===== src/rtl/color_wheel_pwm.sv =====
// Continuous six-sector hue wheel driving an RGB LED through per-channel PWM.
// Hue position (sector, level) advances one level per step interval while enabled.
module color_wheel_pwm #(
  parameter int PWM_BITS      = 8,
  parameter int STEP_INTERVAL = 12000,
  parameter bit INVERT        = 1'b0
) (
  input  logic       clk,
  input  logic       rst_n,
  input  logic       enable,
  input  logic       dir,
  output logic       red,
  output logic       green,
  output logic       blue,
  output logic [2:0] sector
);

  localparam int SW = (STEP_INTERVAL > 1) ? $clog2(STEP_INTERVAL) : 1;
  localparam logic [SW-1:0]       STEP_LAST = SW'(STEP_INTERVAL - 1);
  localparam logic [PWM_BITS-1:0] LEVEL_MAX = {PWM_BITS{1'b1}};
  localparam logic [PWM_BITS:0]   FULL      = {1'b1, {PWM_BITS{1'b0}}};

  logic [PWM_BITS-1:0] pwm_q, pwm_d;
  logic [SW-1:0]       step_q, step_d;
  logic [PWM_BITS-1:0] level_q, level_d;
  logic [2:0]          hue_sec_q, hue_sec_d;
  logic                tick_s;
  logic [PWM_BITS:0]   rise_s, fall_s, duty_r_s, duty_g_s, duty_b_s;
  logic                red_q, green_q, blue_q;
  logic [2:0]          sector_q;

  // Next-state for PWM counter, step counter and hue position
  always_comb begin
    pwm_d     = pwm_q + PWM_BITS'(1);
    step_d    = step_q;
    tick_s    = 1'b0;
    level_d   = level_q;
    hue_sec_d = hue_sec_q;
    if (enable) begin
      if (step_q == STEP_LAST) begin
        step_d = '0;
        tick_s = 1'b1;
      end else begin
        step_d = step_q + SW'(1);
      end
    end else begin
      step_d = step_q;
    end
    if (tick_s) begin
      if (hue_sec_q > 3'd5) begin
        // Recover from an unreachable sector code
        hue_sec_d = 3'd0;
        level_d   = '0;
      end else if (dir) begin
        if (level_q == '0) begin
          level_d   = LEVEL_MAX;
          hue_sec_d = (hue_sec_q == 3'd0) ? 3'd5 : hue_sec_q - 3'd1;
        end else begin
          level_d = level_q - PWM_BITS'(1);
        end
      end else begin
        if (level_q == LEVEL_MAX) begin
          level_d   = '0;
          hue_sec_d = (hue_sec_q == 3'd5) ? 3'd0 : hue_sec_q + 3'd1;
        end else begin
          level_d = level_q + PWM_BITS'(1);
        end
      end
    end else begin
      level_d   = level_q;
      hue_sec_d = hue_sec_q;
    end
  end

  assign rise_s = {1'b0, level_q};
  assign fall_s = FULL - rise_s;

  // Per-sector duty table; rising channel ramps up, falling channel ramps down
  always_comb begin
    duty_r_s = '0;
    duty_g_s = '0;
    duty_b_s = '0;
    case (hue_sec_q)
      3'd0: begin duty_r_s = FULL;   duty_g_s = rise_s; duty_b_s = '0;     end
      3'd1: begin duty_r_s = fall_s; duty_g_s = FULL;   duty_b_s = '0;     end
      3'd2: begin duty_r_s = '0;     duty_g_s = FULL;   duty_b_s = rise_s; end
      3'd3: begin duty_r_s = '0;     duty_g_s = fall_s; duty_b_s = FULL;   end
      3'd4: begin duty_r_s = rise_s; duty_g_s = '0;     duty_b_s = FULL;   end
      3'd5: begin duty_r_s = FULL;   duty_g_s = '0;     duty_b_s = fall_s; end
      default: begin duty_r_s = '0;  duty_g_s = '0;     duty_b_s = '0;     end
    endcase
  end

  // State and registered pin drive; polarity is applied last, including reset
  always_ff @(posedge clk) begin
    if (!rst_n) begin
      pwm_q     <= '0;
      step_q    <= '0;
      level_q   <= '0;
      hue_sec_q <= 3'd0;
      red_q     <= INVERT;
      green_q   <= INVERT;
      blue_q    <= INVERT;
      sector_q  <= 3'd0;
    end else begin
      pwm_q     <= pwm_d;
      step_q    <= step_d;
      level_q   <= level_d;
      hue_sec_q <= hue_sec_d;
      red_q     <= ({1'b0, pwm_q} < duty_r_s) ^ INVERT;
      green_q   <= ({1'b0, pwm_q} < duty_g_s) ^ INVERT;
      blue_q    <= ({1'b0, pwm_q} < duty_b_s) ^ INVERT;
      sector_q  <= hue_sec_q;
    end
  end

  assign red    = red_q;
  assign green  = green_q;
  assign blue   = blue_q;
  assign sector = sector_q;

endmodule


===== config.mk =====
export PLATFORM = sky130hd
export DESIGN_NAME = color_wheel_pwm
export DESIGN_NICKNAME = d
export VERILOG_FILES = /design/src/rtl/color_wheel_pwm.sv
export SDC_FILE = /design/constraint.sdc
export NUM_CORES = 1
export LEC_CHECK = 0
export CORE_UTILIZATION = 30
export CTS_CLUSTER_SIZE = 8
export DETAILED_ROUTE_END_ITERATION = 10
export SYNTH_ARGS = -nofsm -noshare
export SYNTH_HDL_FRONTEND = slang
export SYNTH_SLANG_ARGS = --single-unit

===== constraint.sdc =====
create_clock -name clk -period 3.5 [get_ports clk]
set_clock_uncertainty 0.2 [all_clocks]
set_input_delay 0.7 -clock clk [delete_from_list [all_inputs] [get_ports clk]]
set_output_delay 0.7 -clock clk [all_outputs]
set_load 0.01 [all_outputs]

==> impl_results.md <==
* Top FF cell, synth: sky130_fd_sc_hd__dfxtp_1
* Filler cells at 999
* Routed len/inst at 14.4 um
* Count of pins over their slew limit at 0
* Drt via density at 5.27
* CTS tree: done
* Total clock buffers created by CTS at 5
* Setup TNS Final at 0 ns
* CP max-delay cell: sky130_fd_sc_hd__dfxtp_1
* Sw Ratio at 24.1%
* Sequential share of the synthesized area at 26.6%
* Setup Crit Path Kind: reg2reg
* Area of the multi-input gates at 0.00201 sq mm
* VDD IR max at 0.143 mV
* Run status: finished, final reports clean
* H-tree level count at 2
* Final setup violating endpoints at 0
* Share of power burned in combinational logic at 7.8%
* Worst slew margin at 47.7%
* Power Internal at 701 uW
* Avg Synthesized Cell Area at 7.73 sq um
* Total nets after synthesis at 411
* Bufs and invs on worst path at 1
* Iteration-0 DRC count of the detailed router at 151
* Relative contribution of the clock network to total power at 42.4%
* Top cells by area, synth: sky130_fd_sc_hd__dfxtp_1 27%, sky130_fd_sc_hd__ha_1 12%, sky130_fd_sc_hd__nor2_1 6.3%
* Aggregate global-route resource usage at 15.4%
* Most used standard cell by instance count after synthesis: sky130_fd_sc_hd__nor2_1
* Pin count of the biggest net entering global routing at 22
* Fraction of registers with async set/reset at 0%
* Deepest clock path buffer count at 2
* Type of origin of the critical path: register
* Highest cell delay on the worst timing path at 0.49 ns
* Topmost layer with routed signal wires: met4
* Placer's final routability congestion estimate at 0.931
* Pwr Density at 281 mW/mm^2
* Hold Path Stages at 1
* Portion of synthesized cell area occupied by the leading cell type at 26.6%
* Transition time at the pin with the least slew margin at 0.778 ns
* Data required time of the worst path at 3.52 ns
* Count of instances resized after the clock tree is built at 0
* DR DRC count at 0
* Count of flip-flops with a built-in enable after synthesis at 0
* Total wire length after detailed routing at 7.38 mm
* Congestion Overflow GR at 0
* Routed via count at 2702
* Total die area at 0.0102 sq mm
* Cell leakage power at 0.00117 uW
* Number of antenna cells inserted at 0
* Number of placed I/O pins at 10
* Nets at 414
* Setup repair after global routing missed its margin: false
* Tcrit/Tclk final at 88.3%
* Die span in x at 101 um
* Crit path capture type: register
* Number of different library cells in the post-synthesis netlist at 56
* Flip-flop and latch count after synthesis at 39
* Synthesis-to-layout area growth at 12.0%
* Vias in the first global route at 2589
* Placed wire-length estimate after detailed placement at 5.31 mm
* Data arrival time of the critical path at 3.12 ns
* TritonRoute pass-1 iters at 4
* Clock Pin Slew Worst Setup and Hold Paths at 0.08 ns
* Number of input and output port buffers inserted at 9
* Top cell by count, worst path: sky130_fd_sc_hd__ha_1
* Hold/Removal Path Class: reg2reg
* Smallest hold slack at 0.319 ns
* Synth warnings at 0
* Number of core rows at 35
* Register share of total power at 49.8%
* Share of final-layout standard cells stronger than drive strength 1 at 8.59%
* Core ar. at 0.00937 sq mm
* Number of stages on the worst setup path at 12
* Post-Synthesis Cell Area at 0.00294 sq mm
* Die Y at 101 um
* Top cell family by delay on the critical path: compound AO/OA/AOI/OAI gates
* Detail Route Antenna Nets at 0
* Wl on met1 at 3.60 mm
* Met3 WL post-DR at 393 um
* # hold bufs at CTS at 0
* Synth area leader: sky130_fd_sc_hd__dfxtp_1
* Crit path max fanout at 10
* Root buf cell: sky130_fd_sc_hd__clkbuf_8
* Clock latency on the worst-skew pair at 0.29 ns
* # clock sinks at 39
* Top achievable clock speed at 323 MHz
* Max-cap violations at 0
* Number of cells on the worst reg-to-reg path at 12
* Initial antenna violation count at 0
* Wire length of the first global-routing pass at 12.6 mm
* Ordered cell list for the critical path: inv_1 > ha_1 > xor2_1 > nor2_1 > a22oi_1 > or2_2 > ha_1 > a211oi_1 > o21ai_0 > a221o_1 > a21o_1 > a21oi_1
* Post-CTS setup buffers at 0
* Initial standard-cell utilization of the core at 31.3%
* Leading post-synthesis cells by instance count: 49 x sky130_fd_sc_hd__nor2_1, 39 x sky130_fd_sc_hd__dfxtp_1, 36 x sky130_fd_sc_hd__nand2_1
* Switching power at 223 uW
* Met2 layer wire length in the routed design at 3.34 mm
* Fin crit period at 3.09 ns
* Final hold violations at 0
* Sequential standard cell area at 781 sq um
* Cells after Synth at 380
[cells in the final DEF (no fill, tap or decap), types with 11 or more instances in the layout]
master and instances:
sky130_fd_sc_hd__nor2_1 49, sky130_fd_sc_hd__dfxtp_1 39, sky130_fd_sc_hd__nand2_1 36, sky130_fd_sc_hd__ha_1 27
sky130_fd_sc_hd__o21ai_0 21, sky130_fd_sc_hd__xor2_1 14, sky130_fd_sc_hd__xnor2_1 13, sky130_fd_sc_hd__nor3_1 12
sky130_fd_sc_hd__a21oi_1 12, sky130_fd_sc_hd__buf_4 12, sky130_fd_sc_hd__nand3_1 11
[power groups by stage]
| stage | Sequential, uW | Clock (uW) | Combinational, uW |
|---|---|---|---|
| final | 460 | 392 | 72.3 |
| after detailed placement | 471 | 0 | 71.4 |
| after global placement | 471 | 0 | 70.2 |
| after floorplan | 470 | 0 | 44.9 |
| after global routing | 462 | 424 | 81.0 |
| after CTS | 460 | 406 | 72.5 |
[cell families (layout without fill, tap and decap cells)]
group	count (synthesis)	in the layout	share of synthesized area, %
buffers and inverters	35	39	4.81
AND/OR/NAND/NOR	160	160	27.9
flip-flops	39	39	26.6
XOR/XNOR	27	27	8.05
AO/OA/AOI/OAI	91	91	20.8
adder cells (fa/ha/maj)	27	27	11.5
multiplexers	1	1	0.341
[final timing paths]
| path | startpoint | end | slack, ns |
|---|---|---|---|
| max | level_q[1] | red | 0.41 |
| min reg2reg | pwm_q[0] | pwm_q[0] | 0.32 |
| max reg2reg | level_q[1] | red | 0.41 |
| min | pwm_q[0] | pwm_q[0] | 0.32 |
[routing by layer]
layer / up-vias / track usage [%]
met2: 70 / 24.7
met1: 1246 / 21.6
met4: 0 / 3.23
li1: 1376 / -
met5: - / 0
met3: 10 / 2.64
[area by class of cell]
type                    instances  area share (%)
clock buffers                   5            2.09
clock inverters                 3            1.41
inverters                      10            1.14
multi-input cells             306            61.2
flip-flops and latches         39            23.7
well taps                     129            4.91
repair buffers                 21            5.48
[per-stage QoR]
stage | total power, uW | area (sq um) | setup WS [ns] | utilization (%) | std cells
global route | 967 | 3290 | 0.121 | 35.1 | 513
CTS | 939 | 3290 | 0.423 | 35.1 | 513
floorplan | 515 | 2940 | 0.471 | - | 380
detailed placement | 542 | 3170 | 0.453 | 33.9 | 505
finish | 924 | 3290 | 0.408 | 35.1 | 513
global placement | 541 | 3170 | 0.507 | 33.9 | 505
[registers in the layout (all words and copies together) (netlist names)]
signal     flops
hue_sec_q      3
green          1
blue           1
red            1
sector         3
step_q        14
level_q        8
pwm_q          8
No activity file was read; power rests on OpenSTA's default activity.
